--- src/rtl/mips_lsu.sv ---
// Load/store unit between the MIPS memory stage and a req/ack data memory port.
// Steers byte lanes, extends loads, flags misaligned accesses and stalls while busy.
module mips_lsu #(
  parameter int DATA_W = 32,
  parameter int ADDR_W = 32
) (
  input  logic                  clk,
  input  logic                  rst,
  input  logic                  req_valid,
  input  logic                  req_we,
  input  logic [1:0]            req_size,
  input  logic                  req_signed,
  input  logic [ADDR_W-1:0]     req_addr,
  input  logic [DATA_W-1:0]     req_wdata,
  output logic                  stall,
  output logic [DATA_W-1:0]     rdata,
  output logic                  rdata_valid,
  output logic                  addr_err,
  output logic [ADDR_W-1:0]     badvaddr,
  output logic                  mem_req,
  output logic                  mem_we,
  output logic [ADDR_W-1:0]     mem_addr,
  output logic [DATA_W/8-1:0]   mem_wen,
  output logic [DATA_W-1:0]     mem_wdata,
  input  logic                  mem_ack,
  input  logic [DATA_W-1:0]     mem_rdata
);
  localparam int NB   = DATA_W / 8;
  localparam int OFFW = $clog2(NB);

  typedef enum logic [1:0] {IDLE = 2'd0, BUSY = 2'd1, DONE = 2'd2} state_t;

  state_t              state_q, state_d;
  logic                mem_req_q, mem_req_d, mem_we_q, mem_we_d;
  logic [ADDR_W-1:0]   mem_addr_q, mem_addr_d;
  logic [NB-1:0]       mem_wen_q, mem_wen_d;
  logic [DATA_W-1:0]   mem_wdata_q, mem_wdata_d, rdata_q, rdata_d;
  logic                rdata_valid_q, rdata_valid_d;
  logic [OFFW-1:0]     off_q, off_d;
  logic [1:0]          size_q, size_d;
  logic                signed_q, signed_d;

  logic                aligned_s, accept_s, err_s;
  logic [OFFW-1:0]     off_s;
  logic [NB-1:0]       wen_s;
  logic [DATA_W-1:0]   wdata_s, shifted_s, left_s, ext_s;
  logic [6:0]          lsh_s;

  assign off_s = req_addr[OFFW-1:0];

  // Alignment check, byte enables and replicated store data for the request
  always_comb begin
    aligned_s = 1'b0;
    wen_s     = {NB{1'b0}};
    wdata_s   = {DATA_W{1'b0}};
    case (req_size)
      2'd0: begin
        aligned_s = 1'b1;
        wen_s     = NB'(1'b1) << off_s;
        wdata_s   = {NB{req_wdata[7:0]}};
      end
      2'd1: begin
        aligned_s = (req_addr[0] == 1'b0);
        wen_s     = NB'(2'b11) << off_s;
        wdata_s   = {(NB/2){req_wdata[15:0]}};
      end
      2'd2: begin
        aligned_s = (req_addr[1:0] == 2'b00);
        wen_s     = NB'(4'hF) << off_s;
        wdata_s   = {(NB/4){req_wdata[31:0]}};
      end
      2'd3: begin
        aligned_s = (DATA_W == 64) && (req_addr[2:0] == 3'b000);
        wen_s     = {NB{1'b1}};
        wdata_s   = req_wdata;
      end
      default: begin
        aligned_s = 1'b0;
      end
    endcase
  end

  assign accept_s    = (state_q == IDLE) && req_valid && aligned_s;
  assign err_s       = (state_q == IDLE) && req_valid && !aligned_s;
  assign stall       = accept_s || (state_q == BUSY);
  assign addr_err    = err_s;
  assign badvaddr    = err_s ? req_addr : {ADDR_W{1'b0}};

  // Load extraction: left-justify the field, then shift back arithmetically or logically
  always_comb begin
    shifted_s = mem_rdata >> {off_q, 3'b000};
    case (size_q)
      2'd0:    lsh_s = 7'(DATA_W - 8);
      2'd1:    lsh_s = 7'(DATA_W - 16);
      2'd2:    lsh_s = 7'(DATA_W - 32);
      2'd3:    lsh_s = 7'd0;
      default: lsh_s = 7'd0;
    endcase
    left_s = shifted_s << lsh_s;
    if (signed_q) begin
      ext_s = DATA_W'($signed(left_s) >>> lsh_s);
    end else begin
      ext_s = left_s >> lsh_s;
    end
  end

  // Next-state and registered-output computation
  always_comb begin
    state_d       = state_q;
    mem_req_d     = mem_req_q;
    mem_we_d      = mem_we_q;
    mem_addr_d    = mem_addr_q;
    mem_wen_d     = mem_wen_q;
    mem_wdata_d   = mem_wdata_q;
    rdata_d       = rdata_q;
    rdata_valid_d = rdata_valid_q;
    off_d         = off_q;
    size_d        = size_q;
    signed_d      = signed_q;
    case (state_q)
      IDLE: begin
        if (accept_s) begin
          state_d     = BUSY;
          mem_req_d   = 1'b1;
          mem_we_d    = req_we;
          mem_addr_d  = {req_addr[ADDR_W-1:OFFW], {OFFW{1'b0}}};
          mem_wen_d   = req_we ? wen_s : {NB{1'b0}};
          mem_wdata_d = wdata_s;
          off_d       = off_s;
          size_d      = req_size;
          signed_d    = req_signed;
        end else begin
          state_d = IDLE;
        end
      end
      BUSY: begin
        if (mem_ack) begin
          if (!mem_we_q) begin
            rdata_d = ext_s;
          end else begin
            rdata_d = rdata_q;
          end
          rdata_valid_d = !mem_we_q;
          mem_req_d     = 1'b0;
          mem_we_d      = 1'b0;
          mem_wen_d     = {NB{1'b0}};
          state_d       = DONE;
        end else begin
          state_d = BUSY;
        end
      end
      DONE: begin
        // Any req_valid seen here still belongs to the op that just finished
        rdata_valid_d = 1'b0;
        state_d       = IDLE;
      end
      default: begin
        state_d = IDLE;
      end
    endcase
  end

  // State and output registers
  always_ff @(posedge clk or posedge rst) begin
    if (rst) begin
      state_q       <= IDLE;
      mem_req_q     <= 1'b0;
      mem_we_q      <= 1'b0;
      mem_addr_q    <= {ADDR_W{1'b0}};
      mem_wen_q     <= {NB{1'b0}};
      mem_wdata_q   <= {DATA_W{1'b0}};
      rdata_q       <= {DATA_W{1'b0}};
      rdata_valid_q <= 1'b0;
      off_q         <= {OFFW{1'b0}};
      size_q        <= 2'd0;
      signed_q      <= 1'b0;
    end else begin
      state_q       <= state_d;
      mem_req_q     <= mem_req_d;
      mem_we_q      <= mem_we_d;
      mem_addr_q    <= mem_addr_d;
      mem_wen_q     <= mem_wen_d;
      mem_wdata_q   <= mem_wdata_d;
      rdata_q       <= rdata_d;
      rdata_valid_q <= rdata_valid_d;
      off_q         <= off_d;
      size_q        <= size_d;
      signed_q      <= signed_d;
    end
  end

  assign mem_req     = mem_req_q;
  assign mem_we      = mem_we_q;
  assign mem_addr    = mem_addr_q;
  assign mem_wen     = mem_wen_q;
  assign mem_wdata   = mem_wdata_q;
  assign rdata       = rdata_q;
  assign rdata_valid = rdata_valid_q;

endmodule
--- config.mk ---
export PLATFORM = sky130hd
export DESIGN_NAME = mips_lsu
export DESIGN_NICKNAME = d
export VERILOG_FILES = /design/src/rtl/mips_lsu.sv
export SDC_FILE = /design/constraint.sdc
export NUM_CORES = 1
export LEC_CHECK = 0
export ABC_CLOCK_PERIOD_IN_PS = 4480
export BUFFER_PORTS_ARGS = -buffer_cell sky130_fd_sc_hd__buf_4
export CORE_UTILIZATION = 49
export CTS_BUF_LIST = sky130_fd_sc_hd__clkbuf_8
export CTS_CLUSTER_DIAMETER = 80
export CTS_CLUSTER_SIZE = 16
export DETAILED_ROUTE_END_ITERATION = 6
export GPL_TIMING_DRIVEN = 0
export PLACE_DENSITY_LB_ADDON = 0.12
export SYNTH_ARGS = -nofsm -noshare
export SYNTH_HDL_FRONTEND = slang
export SYNTH_SLANG_ARGS = --single-unit
--- constraint.sdc ---
create_clock -name clk -period 4.48 [get_ports clk]
set_input_delay 0.896 -clock clk [delete_from_list [all_inputs] [get_ports clk]]
set_output_delay 0.896 -clock clk [all_outputs]
set_load 0.01 [all_outputs]
Word level (Yosys, flattened, before mapping):

Index checks and enable logic that the tools add are counted.

* equality and inequality tests: 10
* shift-type cells: 7
* mux-type cells: 20
* bitwise logic cells: 2
* reduce and logical (&&, ||, !) cells: 18

Operators by type and width (count)
* one-hot mux 32 bit (3 select lines): 1
* two-way mux 32 bit: 2
* << shifter 32 x 7 -> 32 bit: 1
* >> shifter 32 x 5 -> 32 bit: 1
* >> shifter 32 x 7 -> 32 bit: 1
* >>> shifter 32 x 7 -> 32 bit: 1
* one-hot mux 7 bit (3 select lines): 1
* one-hot mux 4 bit (4 select lines): 1
* two-way mux 4 bit: 3
* == test 2 bit (second input constant): 5
* zero test 2 bit: 4
* one-hot mux 4 bit (2 select lines): 1
* == test 2 x 1 -> 1 bit (second input constant): 3
* one-hot mux 1 bit (2 select lines): 3
* AND reduction 3 bit: 2
* two-way mux 1 bit: 5
* != test 2 bit (second input constant): 2
* one-hot mux 1 bit (4 select lines): 1
* one-hot mux 2 bit (2 select lines): 1
* AND reduction 2 bit: 2
* nonzero test 2 bit: 2
* OR reduction 2 bit: 2
* << shifter 1 x 2 -> 4 bit (first input constant): 1
* << shifter 2 x 2 -> 4 bit (first input constant): 1
* other kinds (6): 10

* register bits: 108
* output and inout bits: 137
* word-level logic and storage cells: 68

Longest topological paths before layout:

* depth after elaboration: 6
* mapped depth: 8
* depth with buffers taken out: 6

Worst setup path after synthesis:

No wires, ideal clock.

* kind: input to output
* start: input req_size[0]
* end: output badvaddr[22]
* arrival: 2.215 ns
* data required time: 3.584 ns
* slack: 1.369 ns
* cell stages on the path: 6
* buffers on the path: 2
* cell sequence: inv_1 ha_1 buf_1 nor3_1 clkbuf_1 and2_1

* cells in the longest elaborated chain, start to end: 5
* elaborated cells on any way between the ends: 8

RTL lines
* start, declared: line 11 `input logic [1:0] req_size,`
* == test 2 bit, or another cell as far along: line 56 `case (req_size)`
* one-hot mux 1 bit (4 select lines) *: line 56
* zero test 1 bit *: line 84 `assign err_s = (state_q == IDLE) && req_valid && !aligned_s;`
* logical AND 1 bit *: line 84
* named net addr_err: line 18 `output logic addr_err,`
* two-way mux 32 bit *: line 87 `assign badvaddr = err_s ? req_addr : {ADDR_W{1'b0}};`
* end, declared: line 19 `output logic [ADDR_W-1:0] badvaddr,`

Mark *: on every way through the listed nets, which the timed path passes. The rest lies on a longest branch.

Worst setup path in the final report:

* start: input req_size[0]
* end: output badvaddr[27]

* cells in the longest elaborated chain, start to end: 5
* elaborated cells on any way between the ends: 8

RTL lines (line)
* == test 2 bit, or another cell as far along: 56
* one-hot mux 1 bit (4 select lines) *: 56
* zero test 1 bit *: 84
* logical AND 1 bit *: 84
* two-way mux 32 bit *: 87

Mark *: on every way between the ends. The rest lies on a longest branch, timed or not.

==> metrics.cfg <==
[outcome]
status=complete, no violations

[yosys]
synth-edff-count=0
synth.distinct_cells=41
yosysTopAreaCell=dfrtp_1
syn_area_sq_um=5320
avgSynthCellArea_sq_um=11.4
yosys-top-cells-area=dfrtp_1, mux2_2, mux2i_1
synth_ff_type=dfrtp_1
synth_top_cell_area_share_pct=50.8
async_reset_ff_share_pct=100
synth_seq_cells=108
synth_cells=465
yosysWarnings=0
synth_seq_area_share_pct=50.8

[min_path]
min_path_type=flop to flop

[pwr]
powerDensity_nw_per_um2=498
power_leakage_nw=3.81
p_clk_share_pct=15.2
pwr-share-comb_pct=44.2
vdd_drop_max_mv=0.267
sw_frac_of_total_pct=34.4
p_int_mw=2.45
finalPower_mw=3.74
pwr-share-seq_pct=40.6
p_sw_mw=1.29

[detailed_routing]
vias=4681
ant_nets=0
wl_per_cell_microns=17.4
drt_wl_total_microns=14900
via_per_inst=5.46
drt_pre_antenna_iters=5
drc=0
wl_met1_microns=5660
routed-wl-met3_microns=1240
wl_met2_microns=7690
top_layer_used=met4
drt_iter0_drc=244

[cells_and_area]
most-common-layout-cells=buf_4, dfrtp_1, mux2_2
fillers=777
nets=824
num_antenna_cells=0
drive_gt1_share_pct=48.7
final_common_cell=buf_4
area_growth_pct=41.0

[floorplan]
dieHeight_microns=106
dieArea_sq_um=11300
start_util_pct=51.1
pin_count=241
floorplan.rows=37
die_w_microns=106
core_area_sq_um=10400

[timing]
finalHoldViolCount=0
period_minus_slack_ps=3840
min_period_over_period_pct=85.8
tightest_slew_ps=928
max_freq_mhz=260
finalSetupViolCount=0
grt_setup_unrepaired=false
relSlewSlack_pct=37.7
tns_ps=0
worst_clock_skew_ps=9.18
slew_violations=0

[global_route]
grt_pass1_vias=4721
track_usage_pct=26.8
antenna_found_initial=0
overflow=0
grt_max_degree=66
grt_pass1_wl_microns=23400

[worst_setup_path]
path_max_fanout=10
cp.required_ps=3580
arrival_ps=2950
startpoint_type=primary input
critPathKind=primary input to primary output
setup.worst_path.end_class=primary output

[clock_tree]
cts_made_buffers=9
cts_resized=0
cts_tree=built
clk_latency_ps=370
cts_sinks=108
cts_post_setup_buffers_inserted=0
path_clk_slew_ps=90
cts_root_buffer=clkbuf_8
htree_num_levels=3
ctsHoldBuffers=0
clock_path_buffers=2

[placed_design]
port_buffers=238
gp_congestion=0.859
place_hpwl_microns=11500

[flow_run]
drv_cap=0

[flip-flops by register name, indices dropped and copies added, names as in the netlist, 2 cells and up]
| signal | cells |
|---|---|
| off_q | 2 |
| mem_addr | 30 |
| state_q | 2 |
| size_q | 2 |
| mem_wdata | 32 |
| rdata | 32 |
| mem_wen | 4 |
[per-layer routing]
layer / track usage, % / up-vias
met2: 48.1 / 206
met1: 31.2 / 2269
met3: 6.19 / 24
met4: 9.92 / 0
met5: 0 / -
li1: - / 2182
[Yosys cell counts, types with 5 or more instances]
cell type,n
dfrtp_1,108
mux2_2,68
nand2_1,34
and2_1,32
mux2i_1,26
nor2_1,20
o21ai_0,19
a22o_1,16
inv_1,16
buf_2,14
clkbuf_1,14
a21oi_1,12
a222oi_1,8
nor3_1,8
a221o_1,6
a221o_2,6
a221oi_1,6
a211oi_1,5
a31oi_1,5
[critical path: stages]
cell,delay (ps)
buf_4,100
inv_1,60
ha_1,230
buf_1,260
nor3_1,720
clkbuf_1,370
and2_1,180
buf_4,120
[power groups by stage]
| stage | registers [mW] | logic (mW) | clock network (mW) |
|---|---|---|---|
| floorplan | 1.66 | 0.682 | 0 |
| global placement | 1.52 | 1.62 | 0 |
| detailed placement | 1.53 | 1.66 | 0 |
| CTS | 1.52 | 1.66 | 0.576 |
| global route | 1.56 | 1.79 | 0.609 |
| finish | 1.52 | 1.65 | 0.567 |
[layout make-up]
type | count | area [sq um] | share of cell area [%]
tap | 136 | 170 | 2.27
multi-input combinational | 307 | 2400 | 32.0
clock buffer | 12 | 165 | 2.20
clock inverter | 4 | 23.8 | 0.317
inverter | 16 | 62.6 | 0.834
sequential | 108 | 2700 | 36.0
timing repair buffer | 239 | 1810 | 24.2
buffer | 35 | 164 | 2.19
[final timing paths]
kind | start | end | slack, ps | cells past startpoint
max | req_size[0] | badvaddr[27] | 640 | 8
min | rdata[16] | rdata[16] | 500 | 1
max reg2reg | off_q[1] | rdata[31] | 2480 | 4
min reg2reg | rdata[16] | rdata[16] | 500 | 1
max in group asynchronous | rst | rdata[20] | 3180 | 3
min in group asynchronous | rst | mem_addr[8] | 590 | 2
[stage by stage]
step	hold slack (ps)	area (sq um)	util [%]	instances	worst slack, ps
final	496	7500	72.0	857	636
after detailed placement	477	7310	70.2	841	599
after global placement	465	7280	69.9	840	-466
after CTS	499	7500	72.0	857	589
after floorplan	507	5330	-	466	738
after global routing	526	7500	72.0	857	388
[cell families after synthesis]
family / count (synthesis) / synth area share, %
buffers and inverters: 51 / 4.21
flip-flops: 108 / 50.8
multiplexers: 95 / 19.7
adder cells (fa/ha/maj): 4 / 0.941
other: 1 / 0.0705
AO/OA/AOI/OAI: 98 / 14.2
AND/OR/NAND/NOR: 108 / 10.1
No activity file was read; power rests on OpenSTA's default activity.
